<file path="config.mk">
export PLATFORM = sky130hd
export DESIGN_NAME = pipeline_ctrl
export DESIGN_NICKNAME = d
export VERILOG_FILES = /design/src/rtl/pipeline_ctrl.sv
export SDC_FILE = /design/constraint.sdc
export NUM_CORES = 1
export LEC_CHECK = 0
export CAP_MARGIN = 20
export CORE_MARGIN = 2
export CORE_UTILIZATION = 44
export DETAILED_ROUTE_END_ITERATION = 8
export GPL_TIMING_DRIVEN = 0
export PLACE_DENSITY = 0.77
export RECOVER_POWER = 50
export SLEW_MARGIN = 20
export SYNTH_ARGS = -nofsm -noshare
export SYNTH_HDL_FRONTEND = slang
export SYNTH_SLANG_ARGS = --single-unit
</file>
<file path="constraint.sdc">
create_clock -name i_clk -period 1.8 [get_ports i_clk]
set_input_delay 0.27 -clock i_clk [delete_from_list [all_inputs] [get_ports i_clk]]
set_output_delay 0.27 -clock i_clk [all_outputs]
set_load 0.005 [all_outputs]
</file>
<file path="src/rtl/pipeline_ctrl.sv">
// Pipeline sequencer for the five-stage MIPS core: run/step/pause control, load-use stalls,
// taken-branch flushes and a drain-to-halt sequence when a HALT instruction reaches ID.
module pipeline_ctrl #(
  parameter int unsigned DRAIN_CYCLES = 3,
  parameter int unsigned CNT_SZ       = 32
) (
  input  logic              i_clk,
  input  logic              i_reset,
  input  logic              i_start,
  input  logic              i_step,
  input  logic              i_halt_req,
  input  logic              i_id_instr_halt,
  input  logic              i_branch_taken,
  input  logic              i_id_ex_mem_read,
  input  logic [4:0]        i_id_ex_rt,
  input  logic [4:0]        i_if_id_rs,
  input  logic [4:0]        i_if_id_rt,
  output logic              o_pc_en,
  output logic              o_if_id_en,
  output logic              o_if_id_flush,
  output logic              o_id_ex_en,
  output logic              o_id_ex_flush,
  output logic              o_ex_mem_en,
  output logic              o_mem_wb_en,
  output logic [2:0]        o_state,
  output logic              o_halted,
  output logic [CNT_SZ-1:0] o_cycle_cnt
);

  localparam int unsigned DrainW = (DRAIN_CYCLES < 1) ? 1 : $clog2(DRAIN_CYCLES + 1);
  localparam logic [DrainW-1:0] DrainInit = DrainW'(DRAIN_CYCLES);

  typedef enum logic [2:0] {
    StIdle   = 3'd0,
    StRun    = 3'd1,
    StStep   = 3'd2,
    StDrain  = 3'd3,
    StHalted = 3'd4
  } state_e;

  state_e              state_q;
  logic [DrainW-1:0]   drain_cnt_q;
  logic [CNT_SZ-1:0]   cycle_cnt_q;

  logic load_use;
  logic active;
  logic halt_dec;
  logic cnt_inc;

  assign load_use = i_id_ex_mem_read && (i_id_ex_rt != 5'd0) &&
                    ((i_id_ex_rt == i_if_id_rs) || (i_id_ex_rt == i_if_id_rt));
  assign active   = (state_q == StRun) || (state_q == StStep);
  // A HALT stuck behind a load-use stall is not decoded until the stall clears.
  assign halt_dec = active && i_id_instr_halt && !load_use;
  assign cnt_inc  = active || (state_q == StDrain);

  always_comb begin
    o_pc_en       = 1'b0;
    o_if_id_en    = 1'b0;
    o_if_id_flush = 1'b0;
    o_id_ex_en    = 1'b0;
    o_id_ex_flush = 1'b0;
    o_ex_mem_en   = 1'b0;
    o_mem_wb_en   = 1'b0;
    if (!i_reset) begin
      if ((state_q == StDrain) || halt_dec || (active && load_use)) begin
        // Front end frozen, bubble into ID/EX, back end keeps retiring.
        o_id_ex_en    = 1'b1;
        o_id_ex_flush = 1'b1;
        o_ex_mem_en   = 1'b1;
        o_mem_wb_en   = 1'b1;
      end else if (active) begin
        o_pc_en       = 1'b1;
        o_if_id_en    = 1'b1;
        o_if_id_flush = i_branch_taken;
        o_id_ex_en    = 1'b1;
        o_ex_mem_en   = 1'b1;
        o_mem_wb_en   = 1'b1;
      end
    end
  end

  always_ff @(posedge i_clk) begin
    if (i_reset) begin
      state_q     <= StIdle;
      drain_cnt_q <= '0;
      cycle_cnt_q <= '0;
    end else begin
      if (cnt_inc && (cycle_cnt_q != '1)) begin
        cycle_cnt_q <= cycle_cnt_q + CNT_SZ'(1);
      end
      case (state_q)
        StIdle: begin
          if (i_start) begin
            state_q <= StRun;
          end else if (i_step) begin
            state_q <= StStep;
          end
        end
        StRun: begin
          if (halt_dec) begin
            state_q     <= StDrain;
            drain_cnt_q <= DrainInit;
          end else if (i_halt_req) begin
            state_q <= StIdle;
          end
        end
        StStep: begin
          if (halt_dec) begin
            state_q     <= StDrain;
            drain_cnt_q <= DrainInit;
          end else begin
            state_q <= StIdle;
          end
        end
        StDrain: begin
          drain_cnt_q <= drain_cnt_q - DrainW'(1);
          if (drain_cnt_q == DrainW'(1)) begin
            state_q <= StHalted;
          end
        end
        StHalted: begin
          state_q <= StHalted;
        end
        default: begin
          state_q <= StIdle;
        end
      endcase
    end
  end

  assign o_state     = i_reset ? 3'd0 : state_q;
  assign o_halted    = !i_reset && (state_q == StHalted);
  assign o_cycle_cnt = i_reset ? '0 : cycle_cnt_q;

endmodule
</file>
Word-level counts from Yosys, hierarchy flattened
Index checks and enable logic that the tools add are counted.
W data, S select, Z words.
{"block": "totals", "inputBits": 23, "register_bits": 37, "elab_cells": 58, "latch_bits": 0, "output_inout_bits": 43, "n_memories": 0, "mem_bits_ro": 0, "mem_bits_rw": 0}
{"block": "classes", "shifts": 0, "magnitude_cmp": 0, "n_mux": 21, "div_mod_pow": 0, "reduce_logical": 20, "multipliers": 0, "bitwise_logic": 0, "n_eq_ne": 12, "addsub": 2}
{"op": "$add A32 B1 Y32 const B", "n": 1}
{"op": "$mux W32", "n": 1}
{"op": "$ne A32 B32 Y1 const B", "n": 1}
{"op": "$mux W3", "n": 6}
{"op": "$pmux W3 S5", "n": 1}
{"op": "$eq A5 B5 Y1", "n": 2}
{"op": "$mux W1", "n": 10}
{"op": "$logic_and A1 B1 Y1", "n": 7}
{"op": "$eq A3 B2 Y1 const B", "n": 2}
{"op": "$ne A3 B3 Y1 const B", "n": 2}
{"op": "$logic_or A1 B1 Y1", "n": 5}
{"op": "$reduce_bool A5 Y1", "n": 1}
{"op": "$mux W2", "n": 2}
{"op": "$ne A2 B1 Y1 const B", "n": 2}
{"op": "$pmux W2 S2", "n": 1}
{"op": "$eq A3 B1 Y1 const B", "n": 1}
{"op": "$eq A3 B3 Y1 const B", "n": 1}
{"op": "$logic_not A3 Y1", "n": 1}
{"op": "$reduce_and A3 Y1", "n": 1}
{"op": "$eq A2 B1 Y1 const B", "n": 1}
{"op": "$logic_not A1 Y1", "n": 2}
{"op": "$reduce_and A2 Y1", "n": 1}
{"op": "$reduce_bool A2 Y1", "n": 1}
{"op": "$reduce_or A2 Y1", "n": 1}
{"op": "$sub A2 B1 Y2 const B", "n": 1}

Logic depth before layout (Yosys ltp)
Gate-level depths: netlist (run 1).
{"block": "logic_depth", "depth_word": 9, "depth_mapped": 8}

Least setup slack after synthesis (run 1)
OpenSTA, ideal clock, no wires.
{"block": "synth_timing", "kind": "register -> register", "start": "reg cycle_cnt_q[0]", "end": "reg cycle_cnt_q[20]", "path_slack_ns": -0.066, "path_buffers": 1, "setup_time_ns": 0.121, "path_stages_with_launch": 7, "arrival_time_ns": 1.746, "path_cell_list": "dfxtp_1 ha_1 clkbuf_1 nand2_1 a211o_1 or3_1 mux2_2"}
{"block": "synth_via", "elab_chain_cells": 2, "elab_cells_between_ends": 3, "classes_between": "1 x add/sub; 1 x eq/ne; 1 x reduce/logical"}
{"item": "start: declaration", "line_no": "43", "rtl": "logic [CNT_SZ-1:0] cycle_cnt_q;"}
{"item": "start signal: assignment", "line_no": "90", "rtl": "cycle_cnt_q <= cycle_cnt_q + CNT_SZ'(1);"}
{"item": "parallel branches: the longest is 2 deep, another holds $add A32 B1 Y32"}
Parallel ways; which one is timed is not known.
A chain may end at the register's enable or synchronous reset.

Worst setup path in the final report (run 1)
{"block": "layout_timing", "start": "reg cycle_cnt_q[26]", "end": "reg cycle_cnt_q[27]"}
The elaborated chain is that of the path after synthesis.

==> flow_summary_export.csv, run 1 <==
group,metric,value,unit
global_route,first_global_vias,2615,
yosys,synth_top_area_cell,"dfxtp_1",
yosys,synthesis.nets,317,
sta,setup_viol,12,
layout,drive_above_1_share,46.7,%
clocking,tritoncts,"yes",
critical_path,end_kind,"flop",
place,placedCellCount,427,
route,wl_per_cell,17.7,µm
critical_path,reg2reg_to,"cycle_cnt_q[27]$_SDFFE_PP0P_",
job,maxCapViolCount,0,
critical_path,critPathSlowestCell,"a2111o_1",
sta,clock_skew,0.0112,ns
clocking,cts_root_buf,"clkbuf_8",
sta,max_clock_freq,528,MHz
yosys,synth_ff_type,"dfxtp_1",
run_status,status,"complete, but fails checks",
worst_hold_path,min_path_cells,2,
pwr,p_switching,0.000688,W
yosys,netlist_area,2400,µm²
pwr,power_report.internal_total,0.00164,W
yosys,async_reset_ff_share,0,%
pwr,p_per_area,575,nW/µm²
pwr,seq_power_share,38.3,%
sta,rsz0062_at_grt,"yes",
floorplanning,row_count,26,
route,via_per_inst,5.60,
layout,nets,435,
layout,fillCellCount,333,
route,ant_nets,0,
critical_path,critPathTopFamily,"simple AND/OR/NAND/NOR gates",
critical_path,reg2reg_from,"cycle_cnt_q[26]$_SDFFE_PP0P_",
yosys,synth-seq-cells,37,
sta,finalHoldViolCount,0,
floorplanning,dieArea,6060,µm²
critical_path,max_stage_delay,0.46,ns
layout,final_cells,481,
floorplanning,num_io_pins,66,
route,drt_iter0_drc,147,
route,vias,2696,
worst_hold_path,hold_end,"cycle_cnt_q[4]$_SDFFE_PP0P_",
sta,setup_tns,-0.475,ns
yosys,yosysSeqAreaShare,30.9,%
global_route,antenna_found_initial,0,
critical_path,ff2ff_path_depth,6,
critical_path,path_class,"flop to flop",
sta,fin_crit_sh,105,%
critical_path,path_max_fanout,5,
critical_path,cp_cell_sequence,"nand2_2, nor4_4, buf_4, a2111o_1, or4_1, a21oi_1",
yosys,synthCells,292,
critical_path,start_kind,"flop",
critical_path,worst_ep_arrival_time,2.11,ns
worst_hold_path,hold_path.class,"flop to flop",
pwr,ir_drop,520,µV
pwr,p_leak,1.61,nW
yosys,synth_edf_count,0,
layout,antenna_cells,0,
layout,area_delta_synth_final,68.6,%
sta,slew_headroom,57.9,%
pwr,swShare,29.6,%
clocking,hold_buffers,0,
clocking,clk_path_buf_depth,2,
global_route,grt_pass1_wl,12.5,mm
global_route,grt_use_total,25.8,%
place,dpl.hpwl,4.66,mm
sta,setup_ws,-0.0949,ns
floorplanning,core,5170,µm²
critical_path,r2r_slack,-0.09,ns
sta,drv_slew,0,
yosys,synth.area.top_cells,"dfxtp_1, nor2b_1, nor2_1",
yosys,synth_top_area_share,30.9,%
run_status,failed_checks,"setup timing",
yosys,synthDistinctLibCells,52,
global_route,grt_max_degree,12,
place,numPortBuffers,65,
clocking,clock_latency,0.30,ns
clocking,cts_sinks,37,
critical_path,critical_path_buf_inv_count,1,
yosys,yosysWarnings,0,
clocking,numCtsBuffers,5,
global_route,grt-ovfl-total,0,
yosys,synth_common_cells,"dfxtp_1, nor2_1, nor2b_1",
floorplanning,dieHeight,77.8,µm
sta,min_period,1.89,ns
pwr,pwr-share-comb,28.1,%
pwr,p_clk_share,33.6,%
floorplanning,initial_core_util,46.4,%
yosys,postSynthAreaPerCell,8.21,µm²
place,gp_congestion,0.802,
critical_path,cp.required,2.01,ns
route,drtPass1Iterations,4,
clocking,htreeDepth,2,
floorplanning,die_x,77.8,µm
route,routed_wl,8.50,mm
yosys,yosysMostFrequentCell,"dfxtp_1",
clocking,clkTransAtPathRegs,0.08,ns
worst_hold_path,min-delay-start,"cycle_cnt_q[4]$_SDFFE_PP0P_",
route,post-route-drc-count,0,
sta,worst_pin_slew,0.625,ns
## per-stage QoR
stage | power, W | setup slack, ns | cell area, µm² | utilization [%] | hold WS, ns
floorplan | 0.00117 | 0.00701 | 2400 | - | 0.460
global placement | 0.00136 | -1.18 | 3140 | 60.7 | 0.483
detailed placement | 0.00137 | -1.19 | 3140 | 60.7 | 0.495
CTS | 0.00224 | -0.0992 | 3710 | 71.6 | 0.493
global route | 0.00242 | -0.170 | 4050 | 78.2 | 0.544
finish | 0.00232 | -0.0949 | 4050 | 78.2 | 0.534
## logic make-up after synthesis
| logic type | share of synthesized area, % |
|---|---|
| adder cells (fa/ha/maj) | 1.04 |
| flip-flops | 30.9 |
| AO/OA/AOI/OAI | 13.5 |
| AND/OR/NAND/NOR | 37.7 |
| multiplexers | 6.73 |
| buffers and inverters | 5.06 |
| XOR/XNOR | 5.11 |
## area by class of cell
class	instances	area (µm²)	area share [%]
clock buffers	7	86.3	2.13
clock inverters	1	30.0	0.742
inverters	5	18.8	0.464
well taps	70	87.6	2.17
multi-input cells	231	1820	44.9
flip-flops and latches	37	811	20.0
plain buffers	16	175	4.33
repair buffers	114	1020	25.2
## how the worst max path moves through the flow
stage / start / end / slack (ns) / depth (start not counted)
final: cycle_cnt_q[26]$_SDFFE_PP0P_ / cycle_cnt_q[27]$_SDFFE_PP0P_ / -0.09 / 6
after global routing: cycle_cnt_q[26]$_SDFFE_PP0P_ / cycle_cnt_q[27]$_SDFFE_PP0P_ / -0.17 / 6
after CTS: cycle_cnt_q[13]$_SDFFE_PP0P_ / cycle_cnt_q[27]$_SDFFE_PP0P_ / -0.1 / 5
after detailed placement: i_reset / o_cycle_cnt[19] / -1.19 / 6
after global placement: i_reset / o_cycle_cnt[25] / -1.18 / 6
after floorplan: i_id_ex_rt[1] / o_pc_en / 0.007 / 5
## routing by layer
metal,up-vias,wire [µm],global-route usage (%)
met5,-,0,0
li1,1282,-,-
met3,24,437,5.70
met2,90,4370,44.5
met4,0,195,9.11
met1,1300,3490,31.4
## placed cells by master (no fill, tap or decap), drive strengths merged, types with 5 or more instances in the layout
cell / synthesis / final
buf: 10 / 67
dfxtp: 37 / 37
clkdlybuf4s50: 0 / 34
nor2: 33 / 33
nor2b: 32 / 32
clkbuf: 9 / 17
nand2: 16 / 16
o21ai: 15 / 15
a21oi: 13 / 13
mux2: 13 / 13
xor2: 12 / 12
nor3: 12 / 12
or3: 11 / 11
nand4: 10 / 10
dlygate4sd2: 0 / 9
nand3: 9 / 9
and2: 6 / 6
or4: 6 / 6
inv: 5 / 5
clkdlybuf4s15: 0 / 5
## state kept, by name, summed over array words and instances (netlist names)
name and count:
cycle_cnt_q 32, drain_cnt_q 2, state_q 3
## repair_timing
action,4_1_cts,5_1_grt
buffers inserted,33,14
pin swaps,32,34
resized for setup,140,83
setup endpoints to repair,72,53
gates cloned,1,1
## power groups by stage
stage / combinational, W / clock [W] / sequential [W]
2_1_floorplan: 0.000279 / 0 / 0.000895
3_3_place_gp: 0.000457 / 0 / 0.000899
3_5_place_dp: 0.000468 / 0 / 0.000901
4_1_cts: 0.000579 / 0.000776 / 0.000883
5_1_grt: 0.000692 / 0.000832 / 0.000894
6_report: 0.000653 / 0.000781 / 0.000891
## tightest hold or removal path, stage by stage (launching register included)
cell and delay [ns]:
dfxtp_2 0.35, or4_4 0.12, nand2_1 0.03
Note: power is estimated with default switching activity, not from simulation.
==> run 2: changes to the inputs <==
SKIP_CTS_REPAIR_TIMING = 1   (was default)
==> run 2 against run 1 <==
Effect of this change: the flow still finishes with violations (setup timing); clock-buffer cell count unchanged; maximum frequency down 3.2%; wire length down 12%; first-iteration DRC count up 18%; largest power group unchanged; highest routed layer unchanged; utilization down 3.7 points; clock power about the same; power down 2.8%; worst setup slack worse by 0.063 ns; sequential cell count unchanged; register-to-register slack worse by 0.06 ns.
==> flow_summary_export.csv, run 2 (synthesis gave the netlist of run 1 again) <==
group,metric,value,unit
place,gp_congestion,0.802,
layout,drive_above_1_share,36.6,%
layout,multi_input_area,1700,µm²
pwr,p_leak,1.70,nW
sta,drv_slew,0,
critical_path,start_kind,"flop",
pwr,p_per_area,586,nW/µm²
route,vias,2598,
critical_path,path_class,"flop to flop",
layout,fillCellCount,380,
pwr,seq_power_share,38.5,%
floorplanning,num_io_pins,66,
sta,setup_viol,13,
floorplanning,row_count,26,
floorplanning,dieHeight,77.8,µm
sta,min_period,1.96,ns
critical_path,critPathTopFamily,"simple AND/OR/NAND/NOR gates",
place,pre_cts_slack,-1.19,ns
sta,hold_ws,0.508,ns
sta,rsz0062_at_grt,"yes",
floorplanning,dieArea,6060,µm²
clocking,cts_root_buf,"clkbuf_8",
layout,mostFrequentLayoutCells,"buf_4, clkdlybuf4s50_1, nor2_1, nor2b_1, dlymetal6s2s_1",
critical_path,worst-path-stages,6,
critical_path,critPathSlowestCell,"a2111o_1",
pwr,power_report.internal_total,0.00162,W
sta,worst_pin_slew,0.600,ns
pwr,swShare,28.4,%
layout,area_delta_synth_final,60.6,%
layout,final_cells,469,
route,post-route-drc-count,0,
floorplanning,core,5170,µm²
clocking,clock_latency,0.30,ns
sta,finalHoldViolCount,0,
route,wl_per_cell,15.9,µm
layout,largest_register_ffs,32,
route,routed_wl,7.46,mm
layout,seq_area,806,µm²
layout,largest-register,"cycle_cnt_q",
job,maxCapViolCount,0,
worst_hold_path,hold_path.class,"flop to flop",
floorplanning,initial_core_util,46.4,%
critical_path,cp.required,2.02,ns
layout,reg_top3,"cycle_cnt_q (32), state_q (3), drain_cnt_q (2)",
global_route,first_global_vias,2255,
clocking,numCtsBuffers,5,
sta,setup_ws,-0.158,ns
layout,antenna_cells,0,
global_route,antenna_found_initial,0,
critical_path,ff2ff_path_depth,6,
critical_path,cp_cell_sequence,"nand4_1, or2_4, a2111o_1, buf_4, or3_1, a21oi_1",
critical_path,end_kind,"flop",
pwr,p_clk_share,34.5,%
clocking,cts_sinks,37,
critical_path,worst_ep_arrival_time,2.18,ns
clocking,htreeDepth,2,
sta,clock_skew,0.0115,ns
route,drt_iter0_drc,173,
layout,final_common_cell,"buf_4",
clocking,tritoncts,"yes",
global_route,grt-ovfl-total,0,
pwr,pwr-share-comb,27.1,%
place,placedCellCount,427,
critical_path,max_stage_delay,0.46,ns
critical_path,critical_path_buf_inv_count,1,
critical_path,path_max_fanout,5,
place,numPortBuffers,65,
sta,slew_headroom,59.6,%
floorplanning,die_x,77.8,µm
clocking,clkTransAtPathRegs,0.08,ns
route,drtPass1Iterations,4,
run_status,status,"complete, but fails checks",
run_status,failed_checks,"setup timing",
sta,fin_crit_sh,109,%
place,dpl.hpwl,4.66,mm
sta,setup_tns,-0.780,ns
route,ant_nets,0,
layout,nets,423,
pwr,ir_drop,563,µV
global_route,grt_use_total,21.6,%
global_route,grt_pass1_wl,10.6,mm
sta,max_clock_freq,511,MHz
clocking,clk_path_buf_depth,2,
worst_hold_path,min_path_cells,2,
route,via_per_inst,5.54,
global_route,grt_max_degree,12,
pwr,p_switching,0.000642,W
[run 2: cell types whose count changed in the layout (fill, tap and decap cells not counted), moves of 4 or more]
cell,change
buf_4,-7
clkbuf_8,-5
clkdlybuf4s15_1,-4
dlygate4sd2_1,-9
dlymetal6s2s_1,+20
nor2b_1,+7
nor2b_2,-8
[run 2: routing by layer]
| metal | wire, µm | share of wire [%] | track usage (%) | vias up |
|---|---|---|---|---|
| met5 | 0 | 0 | 0 | - |
| met2 | 3730 | 50 | 36.6 | 65 |
| met3 | 264 | 3.5 | 3.60 | 13 |
| met1 | 3330 | 45 | 28.1 | 1263 |
| li1 | - | - | - | 1257 |
| met4 | 137 | 1.8 | 6.43 | 0 |
[run 2: power by group through the flow]
stage          logic (W)  clock network (W)  registers [W]
4_1_cts         0.000471           0.000777       0.000882
5_1_grt         0.000657           0.000822       0.000873
2_1_floorplan   0.000279                  0       0.000895
3_3_place_gp    0.000457                  0       0.000899
3_5_place_dp    0.000468                  0       0.000901
6_report        0.000612           0.000778       0.000869
[run 2: worst register-to-register path, stage by stage, from the launching register on]
cell and delay, ns:
dfxtp_2 0.36, nand4_1 0.12, or2_4 0.30, a2111o_1 0.46, buf_4 0.17, or3_1 0.31, a21oi_1 0.17
[run 2: final timing paths]
| path | slack (ns) | endpoint | start |
|---|---|---|---|
| setup reg to reg | -0.16 | cycle_cnt_q[25]$_SDFFE_PP0P_ | cycle_cnt_q[18]$_SDFFE_PP0P_ |
| hold / removal | 0.51 | cycle_cnt_q[19]$_SDFFE_PP0P_ | cycle_cnt_q[19]$_SDFFE_PP0P_ |
| hold reg to reg | 0.51 | cycle_cnt_q[19]$_SDFFE_PP0P_ | cycle_cnt_q[19]$_SDFFE_PP0P_ |
| setup / recovery | -0.16 | cycle_cnt_q[25]$_SDFFE_PP0P_ | cycle_cnt_q[18]$_SDFFE_PP0P_ |
[run 2: final cells by class]
class	instances	area share, %
plain buffers	19	4.71
clock buffers	7	2.24
clock inverters	1	0.779
inverters	5	0.487
multi-input cells	231	44.0
flip-flops and latches	37	20.9
well taps	70	2.27
repair buffers	99	24.6
[run 2: stage by stage]
stage | util (%) | power, W | cell area (µm²)
floorplan | - | 0.00117 | 2400
global placement | 60.7 | 0.00136 | 3140
detailed placement | 60.7 | 0.00137 | 3140
CTS | 62.9 | 0.00213 | 3260
global route | 74.5 | 0.00235 | 3850
finish | 74.5 | 0.00226 | 3850
==> run 3: changes to the inputs <==
CAP_MARGIN = default   (was 20)
==> results of run 3 <==
The final DEF is identical to that of run 2; final timing and power are the same.
